### src/rtl/opfetch_sequencer.sv
// opfetch_sequencer
//   Opcode fetch / execute sequencer. After reset it requests an opcode from
//   the bus unit, latches it onto Source, then enables the decoder while the
//   execution step counter XPT advances once per completed machine cycle.
//   Decoder requests (finish instruction, restart XPT, hold XPT) are honoured
//   only on the cycle_done strobe.
//
// Ports
//   clk, rst_n          clock, asynchronous active-low reset
//   mem_rdata[7:0]      opcode byte from the bus unit
//   mem_valid           mem_rdata valid (captured only while fetch_req=1)
//   cycle_done          end-of-machine-cycle strobe
//   PR_Reset_XPT        restart XPT at 0
//   P2_Set_CM1          instruction complete, fetch the next opcode
//   Pa_Ophd             hold XPT for this machine cycle
//   fetch_req           opcode fetch request (state FETCH)
//   enable              decoder enable (state EXEC)
//   XPT/notXPT[4:0]     execution step counter and complement
//   Source/notSource    latched opcode and complement
//   xpt_ovf             sticky: an increment was attempted at XPT=31
//   op_count[15:0]      opcodes fetched since reset (wraps)

module opfetch_sequencer (
    input  logic        clk,
    input  logic        rst_n,
    input  logic [7:0]  mem_rdata,
    input  logic        mem_valid,
    input  logic        cycle_done,
    input  logic        PR_Reset_XPT,
    input  logic        P2_Set_CM1,
    input  logic        Pa_Ophd,
    output logic        fetch_req,
    output logic        enable,
    output logic [4:0]  XPT,
    output logic [4:0]  notXPT,
    output logic [7:0]  Source,
    output logic [7:0]  notSource,
    output logic        xpt_ovf,
    output logic [15:0] op_count
);

    typedef enum logic [1:0] {
        IDLE  = 2'd0,
        FETCH = 2'd1,
        EXEC  = 2'd2
    } state_t;

    state_t      state_q, state_d;
    logic [4:0]  xpt_q, xpt_d;
    logic [7:0]  source_q, source_d;
    logic [15:0] op_count_q, op_count_d;
    logic        ovf_q, ovf_d;

    always_ff @(posedge clk or negedge rst_n) begin
        if (!rst_n) begin
            state_q    <= IDLE;
            xpt_q      <= '0;
            source_q   <= '0;
            op_count_q <= '0;
            ovf_q      <= 1'b0;
        end else begin
            state_q    <= state_d;
            xpt_q      <= xpt_d;
            source_q   <= source_d;
            op_count_q <= op_count_d;
            ovf_q      <= ovf_d;
        end
    end

    always_comb begin
        state_d    = state_q;
        xpt_d      = xpt_q;
        source_d   = source_q;
        op_count_d = op_count_q;
        ovf_d      = ovf_q;
        fetch_req  = 1'b0;
        enable     = 1'b0;

        case (state_q)
            IDLE: begin
                state_d = FETCH;
            end

            FETCH: begin
                fetch_req = 1'b1;
                if (mem_valid) begin
                    source_d   = mem_rdata;
                    xpt_d      = '0;
                    op_count_d = op_count_q + 16'd1;
                    state_d    = EXEC;
                end
            end

            EXEC: begin
                enable = 1'b1;
                // Decoder requests are evaluated only at the end of a machine
                // cycle; finishing the instruction outranks everything else.
                if (cycle_done) begin
                    if (P2_Set_CM1) begin
                        state_d = FETCH;
                    end else if (PR_Reset_XPT) begin
                        xpt_d = '0;
                    end else if (Pa_Ophd) begin
                        xpt_d = xpt_q;
                    end else if (xpt_q == 5'd31) begin
                        // Saturate instead of wrapping; remember the attempt.
                        ovf_d = 1'b1;
                    end else begin
                        xpt_d = xpt_q + 5'd1;
                    end
                end
            end

            default: begin
                state_d = IDLE;
            end
        endcase
    end

    assign XPT       = xpt_q;
    assign notXPT    = ~xpt_q;
    assign Source    = source_q;
    assign notSource = ~source_q;
    assign xpt_ovf   = ovf_q;
    assign op_count  = op_count_q;

endmodule

### config.mk
export PLATFORM = sky130hd
export DESIGN_NAME = opfetch_sequencer
export DESIGN_NICKNAME = d
export VERILOG_FILES = /design/src/rtl/opfetch_sequencer.sv
export SDC_FILE = /design/constraint.sdc
export NUM_CORES = 1
export LEC_CHECK = 0
export BUFFER_PORTS_ARGS = -buffer_cell sky130_fd_sc_hd__buf_2
export CORE_MARGIN = 2
export CORE_UTILIZATION = 40
export DETAILED_ROUTE_END_ITERATION = 8
export PLACE_DENSITY = 0.8
export SYNTH_ARGS = -nofsm -noshare
export SYNTH_HDL_FRONTEND = slang
export SYNTH_SLANG_ARGS = --single-unit
export TNS_END_PERCENT = 10
### constraint.sdc
create_clock -name clk -period 2.3 [get_ports clk]
set_clock_uncertainty 0.2 [all_clocks]
set_input_delay 0.46 -clock clk [delete_from_list [all_inputs] [get_ports clk]]
set_output_delay 0.46 -clock clk [all_outputs]
set_load 0.01 [all_outputs]
After elaboration in Yosys (flattened, before gate mapping):

Index checks and enable logic that the tools add are counted.

* memories kept: 0
* logic and storage cells: 40
* bits in writable memories: 0
* output and inout port bits: 45
* memory bits (read-only): 0
* input bits: 15
* bits in registers: 32
* bits in latches: 0

* shift-type cells: 0
* div/mod/pow operators: 0
* equality and inequality tests: 9
* bitwise gates (word level): 5
* $mul: 0
* $lt $le $gt $ge: 0
* $add $sub $neg: 2
* reduce and logical (&&, ||, !) cells: 6
* multiplexer cells: 13

Operator list (number)
* $mux W5: 6
* $add A16 B1 Y16 const B: 1
* $reduce_and A6 Y1: 2
* $pmux W5 S2: 1
* $ne A2 B2 Y1 const B: 4
* $not A8 Y8: 1
* $mux W2: 3
* $ne A3 B3 Y1 const B: 2
* $pmux W2 S3: 1
* $add A5 B1 Y5 const B: 1
* $eq A5 B5 Y1 const B: 1
* $not A5 Y5: 1
* $not A1 Y1: 3
* $reduce_and A3 Y1: 1
* $eq A2 B1 Y1 const B: 1
* $eq A2 B2 Y1 const B: 1
* $logic_not A2 Y1: 1
* $mux W1: 2
* $reduce_and A2 Y1: 1
* $reduce_bool A2 Y1: 1

Longest topological paths before layout:

* depth after elaboration: 7
* gate-level depth with buffers: 7
* depth with buffers taken out: 7

Worst setup path before layout:

Ideal clock, no wire load.

* path type: reg2reg
* start: reg xpt_q[0] (netlist: XPT[0])
* end: reg xpt_q[3] (netlist: XPT[3])
* buffers on the path: 0
* data required time: 2017 ps
* arrival time: 1773 ps
* clock period less this slack: 2055 ps
* stages on the path, launching flop included: 8
* slack: 245 ps
* library setup time: 83 ps
* path through: dfrtp_1 ha_1 and3_1 ha_1 nor2_1 nand4_1 or4_1 o21ai_0

* longest elaborated chain between the ends: 7
* elaborated cells on any way between the ends: 10
* classes of those cells: add/sub: 1; eq/ne: 2; mux: 6; reduce/logical: 1

RTL lines
* from (decl): RTL line 49 `logic [4:0] xpt_q, xpt_d;`
* from (signal assigned): RTL line 63 `xpt_q <= xpt_d;`
* $add A5 B1 Y5: RTL line 109 `xpt_d = xpt_q + 5'd1;`
* $mux W5: RTL line 105 `end else if (xpt_q == 5'd31) begin`
* $mux W5: RTL line 103 `end else if (Pa_Ophd) begin`
* $mux W5: RTL line 101 `end else if (PR_Reset_XPT) begin`
* $mux W5: RTL line 99 `if (P2_Set_CM1) begin`
* $mux W5: RTL line 98 `if (cycle_done) begin`
* $pmux W5 S2: RTL line 79 `case (state_q)`

Several ways; a longest one is shown, not always the timed one. The select of a mux whose other input is x is not followed.
A chain may end at the register's enable or synchronous reset.

Worst setup path in the final report:

Ends and elaborated chain as after synthesis.

==> out/qor.yml <==
run_status:
  status: "complete, no violations"
floorplanning:
  rows: 21
  die_h_um: 63.5
  io_pins: 60
  die_w_um: 63.5
  coreArea_um2: 3360
  dieArea_um2: 4040
  start_util_pct: 42.2
critical_path:
  crit_type: "reg -> reg"
  startpoint_type: "flip-flop"
  crit_path_max_fanout: 5
  path_common_cell: "ha_1"
  end_kind: "flip-flop"
  cp.required_ns: 2.35
  crit_arrival_ns: 2.21
  cp_cell_sequence: "ha_1, and3_1, ha_1, nor2_2, nand4_1, or4_1, o21ai_0"
  max_stage_delay_ns: 0.44
  crit_slowest_cell: "dfrtp_1"
finish:
  final_cell_mix: "buf_2 (59), dfrtp_1 (32), inv_1 (14), nand2_1 (14), xnor2_1 (13)"
  multi_input_area_um2: 547
  final_common_cell: "buf_2"
  layout.nets: 215
  n_antenna_cell: 0
  syn2layout_area_growth_pct: 29.6
  utilization_pct: 54.6
  seqCellArea_um2: 801
  drive_gt1_share_pct: 35.4
  fillers: 336
route:
  drc: 0
  drtIter0Drc: 59
  highest_layer: "met4"
  wl_um: 2920
  wl_met3_um: 222
  avgViaCountPerCell: 4.84
  route.antenna.remaining_nets: 0
  wl_met2_um: 1370
  num_vias: 1180
  dr.pass1.iters: 4
  wl_met1_um: 1290
  wl_per_cell_um: 12.0
sta:
  fmax_mhz: 463
  setup_violations: 0
  grt_setup_unrepaired: "false"
  slew_headroom_pct: 53.1
  hold_viol_final: 0
  tightestPinTransition_ns: 0.704
  final_max_slew_viol_count: 0
  period_share_pct: 93.8
  fin_tns_setup_ns: 0
  period_minus_slack_ns: 2.16
power_and_ir_drop:
  ir_worst_vdd_mv: 0.536
  p_leak_nw: 0.985
  power_density_nw_per_um2: 965
synth:
  ys_ff_latch: 32
  syn_inst: 132
  synth.yosys.seq_area_share_pct: 56.5
  synth_cell_types: 27
  synth_nets: 150
  syn_avg_cell_area_um2: 10.7
  ys_warn_count: 0
  syn_area_um2: 1420
clock_network:
  htreeDepth: 2
  clk_latency_ns: 0.32
  cts_inserted_buffers: 5
  clock-sinks: 32
  clock_path_buffers: 2
  path_clk_slew_ns: 0.10
  cts_tree: "done"
  clk_root_buffer_cell: "clkbuf_4"
placement:
  dp_hpwl_um: 2200
  port_buffers: 59
  gp_congestion: 0.875
global_route:
  grt_overflow_total: 0
  grt_first_pass_wirelength_um: 5000
  grt_antenna_before_repair: 0
  grt_pass1_vias: 1092
  grt_max_degree: 33
  grt.total_usage_pct: 15.9
job:
  maxCapViolations: 0
min_path:
  hp-class: "in -> reg"
metrics by stage:
| stage | setup WS (ns) | instances | hold slack, ns | instance area [µm²] | total power [mW] |
|---|---|---|---|---|---|
| after floorplan | 0.245 | 132 | -0.0356 | 1420 | 1.17 |
| after global placement | 0.225 | 235 | 0.254 | 1770 | 1.44 |
| after detailed placement | 0.124 | 235 | 0.252 | 1770 | 1.46 |
| after CTS | 0.0909 | 244 | 0.114 | 1830 | 1.80 |
| after global routing | 0.0236 | 244 | 0.125 | 1840 | 1.91 |
| final | 0.142 | 244 | 0.133 | 1840 | 1.77 |
kinds of logic (layout without fill, tap and decap cells):
group	after synthesis	after routing	share of synthesized area, %
buffers and inverters	18	84	5.12
XOR/XNOR	15	15	9.27
flip-flops	32	32	56.5
AND/OR/NAND/NOR	42	42	16.4
adder cells (fa/ha/maj)	3	3	2.65
multiplexers	2	2	1.59
AO/OA/AOI/OAI	20	20	8.47
layer usage:
layer  up-vias  global-route usage (%)
li1        573                       -
met1       548                    19.5
met2        52                    26.1
met3         7                    5.89
met4         0                    4.89
met5         -                       0
where the power goes:
group          internal [mW]  leakage [nW]  switching (mW)
registers              0.696         0.421           0.117
logic                  0.287         0.532           0.345
clock network          0.151        0.0326           0.178
synth_stat cells (all sizes together):
| master | instances | area share (%) |
|---|---|---|
| dfrtp | 32 | 56 |
| inv | 14 | 3.7 |
| nand2 | 14 | 3.7 |
| xnor2 | 13 | 8.0 |
| o21ai | 10 | 3.5 |
| and3 | 5 | 2.2 |
| nand4 | 5 | 2.2 |
| a21oi | 4 | 1.4 |
| buf | 4 | 1.4 |
| nand3 | 4 | 1.4 |
| and4 | 3 | 1.9 |
| ha | 3 | 2.6 |
| a21o | 2 | 1.1 |
| a22o | 2 | 1.2 |
| mux2 | 2 | 1.6 |
| nor2 | 2 | 0.53 |
| nor2b | 2 | 0.88 |
| xor2 | 2 | 1.2 |
| a41o | 1 | 0.71 |
| and2 | 1 | 0.44 |
| and2b | 1 | 0.53 |
| and3b | 1 | 0.62 |
| nor3 | 1 | 0.35 |
| nor3b | 1 | 0.53 |
| o21bai | 1 | 0.53 |
| or3b | 1 | 0.62 |
| or4 | 1 | 0.53 |
registers in the layout, summed over array words and instances (netlist names):
signal	flops
xpt_ovf	1
op_count	16
Source	8
state_q	2
XPT	5
what timing repair did:
item / in CTS / in global routing
resized for setup: 0 / 1
hold buffers: 1 / 0
setup buffers: 0 / 0
endpoints found under the hold margin: 31 / 0
endpoints found under the setup margin: 0 / 1
final cells by class:
cell class	instances	share of cell area, %
repair buffers	62	17.4
multi-input cells	82	29.8
well taps	46	3.13
inverters	14	2.86
flip-flops and latches	32	43.6
clock buffers	8	3.20
worst paths after layout:
check                             start            to  slack (ns)  depth (start not counted)
min reg2reg                op_count[15]  op_count[15]        0.27                          1
min in group asynchronous         rst_n   op_count[2]        0.51                          2
max in group asynchronous         rst_n   op_count[3]        0.93                          2
min                        mem_rdata[0]     Source[0]        0.13                          3
max                              XPT[0]        XPT[3]        0.14                          7
max reg2reg                      XPT[0]        XPT[3]        0.14                          7
critical path: cells and delay by family (launching register included):
| family | cells | cell delay, ns |
|---|---|---|
| and+or+nand+nor | 4 | 0.91 |
| adders and majority gates | 2 | 0.46 |
| DFF | 1 | 0.44 |
| AOI/OAI and AO/OA | 1 | 0.08 |
No activity file was read; power rests on OpenSTA's default activity.
